--- src/rtl/midi_msg_decoder_if.sv ---
// Byte-in / note-event-out bus for midi_msg_decoder.
// master drives received bytes and observes events; slave is the decoder.
interface midi_msg_decoder_if;
  logic [7:0] RX_BYTE;
  logic       RX_VALID;
  logic       RX_FERR;
  logic       EVT_VALID;
  logic       EVT_ON;
  logic [3:0] EVT_CH;
  logic [6:0] EVT_NOTE;
  logic [6:0] EVT_VEL;
  logic [7:0] LED;

  modport master (
    output RX_BYTE, RX_VALID, RX_FERR,
    input  EVT_VALID, EVT_ON, EVT_CH, EVT_NOTE, EVT_VEL, LED
  );

  modport slave (
    input  RX_BYTE, RX_VALID, RX_FERR,
    output EVT_VALID, EVT_ON, EVT_CH, EVT_NOTE, EVT_VEL, LED
  );
endinterface

--- src/rtl/midi_msg_decoder.sv ---
// MIDI channel message decoder: parses Note On/Off from received bytes,
// emits one-cycle events and holds the last sounding note on LED.
// Optional feature macro: MIDI_RUNNING_STATUS_EN (running status reuse).
module midi_msg_decoder #(
  parameter logic [3:0] LISTEN_CH = 4'd0,
  parameter logic       OMNI      = 1'b1
) (
  input  logic              CLK,
  input  logic              RESET,
  midi_msg_decoder_if.slave bus
);

`ifdef MIDI_RUNNING_STATUS_EN
  localparam logic RS_EN = 1'b1;
`else
  localparam logic RS_EN = 1'b0;
`endif

  localparam logic [1:0] ST_IDLE = 2'd0;
  localparam logic [1:0] ST_D1   = 2'd1;
  localparam logic [1:0] ST_D2   = 2'd2;
  localparam logic [1:0] ST_SKIP = 2'd3;

  // Running status lives in the state itself: IDLE means no status held,
  // so clearing running status is simply a return to IDLE.
  logic [1:0] state_q, state_d;
  logic       is_on_q, is_on_d;
  logic [3:0] ch_q, ch_d;
  logic [6:0] note_q, note_d;
  logic [1:0] cnt_q, cnt_d;
  logic [1:0] reload_q, reload_d;
  logic       evt_valid_q, evt_valid_d;
  logic       evt_on_q, evt_on_d;
  logic [3:0] evt_ch_q, evt_ch_d;
  logic [6:0] evt_note_q, evt_note_d;
  logic [6:0] evt_vel_q, evt_vel_d;
  logic [7:0] led_q, led_d;

  logic [7:0] b;
  assign b = bus.RX_BYTE;

  // Next-state: byte classification, message assembly and event generation
  always_comb begin
    state_d     = state_q;
    is_on_d     = is_on_q;
    ch_d        = ch_q;
    note_d      = note_q;
    cnt_d       = cnt_q;
    reload_d    = reload_q;
    evt_valid_d = 1'b0;
    evt_on_d    = evt_on_q;
    evt_ch_d    = evt_ch_q;
    evt_note_d  = evt_note_q;
    evt_vel_d   = evt_vel_q;
    led_d       = led_q;

    if (bus.RX_VALID) begin
      if (bus.RX_FERR) begin
        state_d = ST_IDLE;
      end else if (b[7:3] == 5'b11111) begin
        // realtime: transparent
      end else if (b[7]) begin
        case (b[7:4])
          4'h8, 4'h9: begin
            if (OMNI || (b[3:0] == LISTEN_CH)) begin
              is_on_d = b[4];
              ch_d    = b[3:0];
              state_d = ST_D1;
            end else begin
              state_d  = ST_SKIP;
              cnt_d    = 2'd2;
              reload_d = 2'd2;
            end
          end
          4'hA, 4'hB, 4'hE: begin
            state_d  = ST_SKIP;
            cnt_d    = 2'd2;
            reload_d = 2'd2;
          end
          4'hC, 4'hD: begin
            state_d  = ST_SKIP;
            cnt_d    = 2'd1;
            reload_d = 2'd1;
          end
          default: state_d = ST_IDLE;
        endcase
      end else begin
        case (state_q)
          ST_D1: begin
            note_d  = b[6:0];
            state_d = ST_D2;
          end
          ST_D2: begin
            evt_valid_d = 1'b1;
            evt_on_d    = is_on_q && (b[6:0] != 7'd0);
            evt_ch_d    = ch_q;
            evt_note_d  = note_q;
            evt_vel_d   = b[6:0];
            if (is_on_q && (b[6:0] != 7'd0)) begin
              led_d = {1'b1, note_q};
            end else if (led_q[6:0] == note_q) begin
              led_d = '0;
            end
            state_d = RS_EN ? ST_D1 : ST_IDLE;
          end
          ST_SKIP: begin
            if (cnt_q == 2'd1) begin
              state_d = RS_EN ? ST_SKIP : ST_IDLE;
              cnt_d   = RS_EN ? reload_q : 2'd0;
            end else begin
              cnt_d = cnt_q - 2'd1;
            end
          end
          default: ;
        endcase
      end
    end
  end

  // State and output registers with synchronous active-low reset
  always_ff @(posedge CLK) begin
    if (!RESET) begin
      state_q     <= ST_IDLE;
      is_on_q     <= 1'b0;
      ch_q        <= '0;
      note_q      <= '0;
      cnt_q       <= '0;
      reload_q    <= '0;
      evt_valid_q <= 1'b0;
      evt_on_q    <= 1'b0;
      evt_ch_q    <= '0;
      evt_note_q  <= '0;
      evt_vel_q   <= '0;
      led_q       <= '0;
    end else begin
      state_q     <= state_d;
      is_on_q     <= is_on_d;
      ch_q        <= ch_d;
      note_q      <= note_d;
      cnt_q       <= cnt_d;
      reload_q    <= reload_d;
      evt_valid_q <= evt_valid_d;
      evt_on_q    <= evt_on_d;
      evt_ch_q    <= evt_ch_d;
      evt_note_q  <= evt_note_d;
      evt_vel_q   <= evt_vel_d;
      led_q       <= led_d;
    end
  end

  assign bus.EVT_VALID = evt_valid_q;
  assign bus.EVT_ON    = evt_on_q;
  assign bus.EVT_CH    = evt_ch_q;
  assign bus.EVT_NOTE  = evt_note_q;
  assign bus.EVT_VEL   = evt_vel_q;
  assign bus.LED       = led_q;

endmodule

--- src/flat_wrapper.sv ---
// flat-port wrapper written by rule: the top's interface ports become plain ports
module midi_msg_decoder_flat 
#(
  parameter logic [3:0] LISTEN_CH = 4'd0,
  parameter logic       OMNI      = 1'b1
)
  (CLK, RESET, bus_RX_BYTE, bus_RX_VALID, bus_RX_FERR, bus_EVT_VALID, bus_EVT_ON, bus_EVT_CH, bus_EVT_NOTE, bus_EVT_VEL, bus_LED);
  midi_msg_decoder_if bus_i ();
  input  logic CLK;
  input  logic RESET;
  input wire logic [$bits(bus_i.RX_BYTE)-1:0] bus_RX_BYTE;
  input wire logic [$bits(bus_i.RX_VALID)-1:0] bus_RX_VALID;
  input wire logic [$bits(bus_i.RX_FERR)-1:0] bus_RX_FERR;
  output wire logic [$bits(bus_i.EVT_VALID)-1:0] bus_EVT_VALID;
  output wire logic [$bits(bus_i.EVT_ON)-1:0] bus_EVT_ON;
  output wire logic [$bits(bus_i.EVT_CH)-1:0] bus_EVT_CH;
  output wire logic [$bits(bus_i.EVT_NOTE)-1:0] bus_EVT_NOTE;
  output wire logic [$bits(bus_i.EVT_VEL)-1:0] bus_EVT_VEL;
  output wire logic [$bits(bus_i.LED)-1:0] bus_LED;
  assign bus_i.RX_BYTE = bus_RX_BYTE;
  assign bus_i.RX_VALID = bus_RX_VALID;
  assign bus_i.RX_FERR = bus_RX_FERR;
  assign bus_EVT_VALID = bus_i.EVT_VALID;
  assign bus_EVT_ON = bus_i.EVT_ON;
  assign bus_EVT_CH = bus_i.EVT_CH;
  assign bus_EVT_NOTE = bus_i.EVT_NOTE;
  assign bus_EVT_VEL = bus_i.EVT_VEL;
  assign bus_LED = bus_i.LED;
  midi_msg_decoder #(.LISTEN_CH(LISTEN_CH), .OMNI(OMNI)) u_core (.CLK(CLK), .RESET(RESET), .bus(bus_i));
endmodule
--- config.mk ---
export PLATFORM = sky130hd
export DESIGN_NAME = midi_msg_decoder_flat
export DESIGN_NICKNAME = d
export VERILOG_FILES = /design/src/rtl/midi_msg_decoder_if.sv /design/src/rtl/midi_msg_decoder.sv /design/src/flat_wrapper.sv
export SDC_FILE = /design/constraint.sdc
export NUM_CORES = 1
export LEC_CHECK = 0
export BUFFER_PORTS_ARGS = -buffer_cell sky130_fd_sc_hd__buf_2
export CAP_MARGIN = 5
export CORE_UTILIZATION = 53
export DETAILED_ROUTE_END_ITERATION = 8
export PLACE_DENSITY = 0.78
export SETUP_SLACK_MARGIN = 0.1
export SLEW_MARGIN = 20
export SYNTH_ARGS = -nofsm -noshare
export SYNTH_HDL_FRONTEND = slang
export SYNTH_SLANG_ARGS = --single-unit
export TNS_END_PERCENT = 100
--- constraint.sdc ---
create_clock -name CLK -period 1.64 [get_ports CLK]
set_input_delay 0.164 -clock CLK [delete_from_list [all_inputs] [get_ports CLK]]
set_output_delay 0.164 -clock CLK [all_outputs]
set_load 0.02 [all_outputs]
After elaboration in Yosys (flattened, before gate mapping). Index checks and enable logic that the tools add are counted.

Bits in registers: 44. Input bits: 12. Output and inout bits: 28. Word-level logic and storage cells: 62.

$add $sub $neg: 1. Eq/ne operators: 16. Mux-type cells: 13. Bitwise gates (word level): 5. Reductions and logical operators: 16.

Operators by type and width (count): 4-bit equality test, second input constant (7); 5-bit AND reduction (4); 8-bit 2-to-1 mux (2); 2-bit 2-to-1 mux (7); 5-bit OR reduction (2); 2-bit case mux with 2 select lines (2); 7-bit equality test (1); 7-bit nonzero test (1); 2-bit case mux with 3 select lines (1); 6-bit AND reduction (1); 5-bit equality test, second input constant (1); 1-bit inverter (5); 5-bit nonzero test (1); 2-bit by 1-bit equality test with 1-bit output, second input constant (2); 2-bit equality test, second input constant (2); 4-bit by 3-bit != test with 1-bit output, second input constant (1); 4-bit AND reduction (1); 2-bit nonzero test (2); 2-bit OR reduction (2); 3-bit by 1-bit != test with 1-bit output, second input constant (1); 3-bit OR reduction (1); 2-bit != test, second input constant (1); 2-bit by 1-bit subtractor with 2-bit output, second input constant (1); 1-bit logical AND (1); 1-bit 2-to-1 mux (1).

Longest topological paths before layout.
Depth after elaboration: 6. Depth in mapped cells: 8. Depth with buffers taken out: 6.

Worst setup path after synthesis. Ideal clock, no wire load.

Path kind: flip-flop to flip-flop. From: reg u_core.state_q[0]. To: reg u_core.evt_vel_q[0], in the netlist u_core.bus.EVT_VEL[0]. Setup time: 71 ps. Arrival time: 1394 ps. Required time: 1569 ps. Path slack: 175 ps. Stages on the path, launching flop included: 8. Path buffers: 2. Clock period less this slack: 1465 ps. Cells stage by stage: dfxtp_1 -> inv_1 -> ha_1 -> nor4bb_1 -> buf_2 -> clkbuf_1 -> nand2_1 -> a21oi_1.

Word-level cells in the longest chain between the ends: 2.

RTL lines: start, declared (line midi_msg_decoder.sv:26) `logic [1:0] state_q, state_d;`; start signal, assigned (line midi_msg_decoder.sv:136) `state_q <= state_d;`; 2-bit equality test (line midi_msg_decoder.sv:88) `case (state_q)`; 5-bit AND reduction (no line); end signal, assigned (line midi_msg_decoder.sv:146) `evt_vel_q <= evt_vel_d;`; end, declared (line midi_msg_decoder.sv:36) `logic [6:0] evt_vel_q, evt_vel_d;`.

Every way passes these cells. A chain may end at the register's enable or synchronous reset.

Final worst setup path.
From: reg u_core.state_q[0]. To: reg u_core.evt_vel_q[2], in the netlist u_core.bus.EVT_VEL[2].

The elaborated chain is that of the path after synthesis.

==> results.sh <==
export IMPL_status="complete, no violations"
export IMPL_p_clk_frac=0.355
export IMPL_fp_dieW_um=61.17
export IMPL_nets=277
export IMPL_port_buffers=39
export IMPL_dpl_hpwl_um=2732
export IMPL_grt_overflow=0
export IMPL_synth_seq_cells=44
export IMPL_ir_drop_mv=0.4837
export IMPL_syn_nets=229
export IMPL_power_density_mw_per_mm2=832.1
export IMPL_rsz0062_at_grt="false"
export IMPL_dieArea_mm2=0.003742
export IMPL_drtPass1Iterations=4
export IMPL_synth_top_area_cell="dfxtp_1"
export IMPL_clkSinkCount=44
export IMPL_setup_viol=0
export IMPL_root_buffer="clkbuf_4"
export IMPL_slew_headroom=0.7117
export IMPL_vias=1616
export IMPL_area_growth_pct=21.85
export IMPL_start_util=0.5561
export IMPL_post_route_min_period_ns=1.509
export IMPL_grt_pass1_wl_um=5885
export IMPL_pwr_share_seq=0.576
export IMPL_power_internal_w=0.001447
export IMPL_gp_congestion=0.8607
export IMPL_fmax_ghz=0.6629
export IMPL_path_clk_slew_ns=0.13
export IMPL_syn_area_per_cell_um2=8.711
export IMPL_drc=0
export IMPL_dp_cells=296
export IMPL_p_sw_w=0.0004348
export IMPL_synth_cell_area_mm2=0.001856
export IMPL_clk_path_buf_depth=2
export IMPL_routed_wl_um=4012
export IMPL_cts_hold_fix_buffers=0
export IMPL_wl_per_cell_um=13.03
export IMPL_drt_iter0_markers=96
export IMPL_vias_per_cell=5.247
export IMPL_leakagePower_nw=0.9399
export IMPL_synthTopCellsByArea="dfxtp_1 47%, nand2_1 11%, mux2i_1 7.0%, a21oi_1 5.4%, nor2_1 3.4%"
export IMPL_crit_path_end_kind="flip-flop"
export IMPL_yosys_most_used_dff="dfxtp_1"
export IMPL_hold_class="input port to flip-flop"
export IMPL_drive_above_1_share=0.2901
export IMPL_ant_nets=0
export IMPL_tightest_slew_ns=0.4324
export IMPL_grt_start_max_net_pins=35
export IMPL_die_h_um=61.17
export IMPL_drv_slew=0
export IMPL_tns_ns=0
export IMPL_ys_types=34
export IMPL_yosys_warnings=0
export IMPL_cap_violations=0
export IMPL_finClkSkew_ns=0.008823
export IMPL_numCtsBuffers=5
export IMPL_cp_arrival_ns=1.80
export IMPL_synthCells=213
export IMPL_antenna_found_initial=0
export IMPL_yosysSeqAreaShare=0.4747
export IMPL_comb_power_share=0.069
export IMPL_grt_pass1_vias=1262
export IMPL_swShare=0.2311
export IMPL_critical_path_class="flip-flop to flip-flop"
export IMPL_async_flop_share=0
export IMPL_fin_cells=308
export IMPL_cp_max_fo=7
export IMPL_n_antenna_cell=0
export IMPL_cp_required_ns=1.93
export IMPL_synth_top_cell_area_share=0.4747
export IMPL_std_cell_rows=21
export IMPL_hold_violations=0
export IMPL_core_mm2=0.003337
export IMPL_post_route_period_util=0.9199
export IMPL_htreeDepth=2
export IMPL_synth_edf_count=0
export IMPL_ioPinCount=40
export IMPL_cts_tree="yes"
export IMPL_startpoint_type="flip-flop"
export IMPL_track_usage=0.2168
export IMPL_clk_latency_ns=0.36
[per-stage QoR]
stage	hold WS, ns	cell area [um2]	setup slack, ns	power [W]	util
final	0.08085	2261	0.1314	0.001881	0.6775
after floorplan	0.3000	1856	0.1754	0.001180	-
after global placement	0.4397	2135	0.08554	0.001230	0.6397
after CTS	0.07778	2215	0.1022	0.001886	0.6637
after detailed placement	0.4439	2135	0.03749	0.001232	0.6397
after global routing	0.06614	2261	0.03569	0.001959	0.6775
[cells in the mapped netlist (all sizes together) (2+ instances only)]
master and n:
buf 5, nand3 3, o21ai 2, nand2 55, inv 4, dfxtp 44, or2 2, clkbuf 7
nor2b 3, and3 2, a31oi 2, nor2 17, ha 4, mux2i 13, o22ai 10, xnor2 7
a21oi 20
[placed cells by master, fill, tap and decap left out, types with 2 or more instances in the layout]
master    instances
a21oi_1          19
a31oi_1           2
buf_2            39
buf_4            13
clkbuf_4          5
dfxtp_1          42
ha_1              3
inv_1             4
mux2i_1          13
nand2_1          54
nand3_1           3
nor2_1           17
nor2b_1           3
o21ai_0           2
o22ai_1           9
or2_2             2
xnor2_1           7
[sequential cells by signal (all words and copies together) (netlist names)]
signal / flops
u_core.bus.LED: 8
u_core.bus.EVT_NOTE: 7
u_core.bus.EVT_VEL: 7
u_core.note_q: 7
u_core.bus.EVT_CH: 4
u_core.ch_q: 4
u_core.cnt_q: 2
u_core.state_q: 2
u_core.bus.EVT_ON: 1
u_core.bus.EVT_VALID: 1
u_core.is_on_q: 1
[worst max-delay path, cell delays in order, from the launching register on]
cell	delay, ns
dfxtp_4	0.38
inv_1	0.06
ha_2	0.20
nor4bb_4	0.19
buf_4	0.19
buf_4	0.11
buf_4	0.13
nand2_1	0.07
a21oi_2	0.12
[path summary, 6_finish.rpt]
check	startpoint	end	slack, ns	cells after the start
worst min-delay path	bus_RX_BYTE[1]	u_core.bus.EVT_VEL[1]	0.08	3
worst max-delay path	u_core.state_q[0]	u_core.bus.EVT_VEL[2]	0.13	8
worst min register to register	u_core.bus.EVT_NOTE[2]	u_core.bus.EVT_NOTE[2]	0.46	2
worst max register to register	u_core.state_q[0]	u_core.bus.EVT_VEL[2]	0.13	8
[area by class of cell]
type	count	area, um2
clock buffer	5	37.54
clock inverter	3	42.54
fill	300	1076
inverter	5	18.77
multi-input combinational	153	925.9
sequential	44	885.9
tap	46	57.56
timing repair buffer	52	292.8
[cells by family after synthesis]
group | synth area share
AO/OA/AOI/OAI | 0.1409
multiplexers | 0.07013
adder cells (fa/ha/maj) | 0.02697
XOR/XNOR | 0.03304
buffers and inverters | 0.04450
AND/OR/NAND/NOR | 0.2097
flip-flops | 0.4747
[per-layer routing]
metal  GRT usage  vias to the layer above  part of all wire
met5           0                        -                 0
met4     0.07143                        0             0.010
met3     0.05882                        4             0.042
met2      0.3323                       39              0.49
met1      0.2960                      755              0.46
li1            -                      818                 -
[power groups by stage]
stage,Clock (W),Sequential [W],Combinational (W)
floorplan,0,0.00111,0.0000721
finish,0.000668,0.00108,0.000130
global route,0.000731,0.00108,0.000143
CTS,0.000677,0.00108,0.000126
global placement,0,0.00111,0.000123
detailed placement,0,0.00111,0.000125
[timing repair]
action | CTS | global route
setup endpoints to repair | 0 | 21
endpoints found under the hold margin | 0 | 0
gates resized for setup | 0 | 5
buffers inserted | 0 | 3
Power figures use the tool's default switching activity.
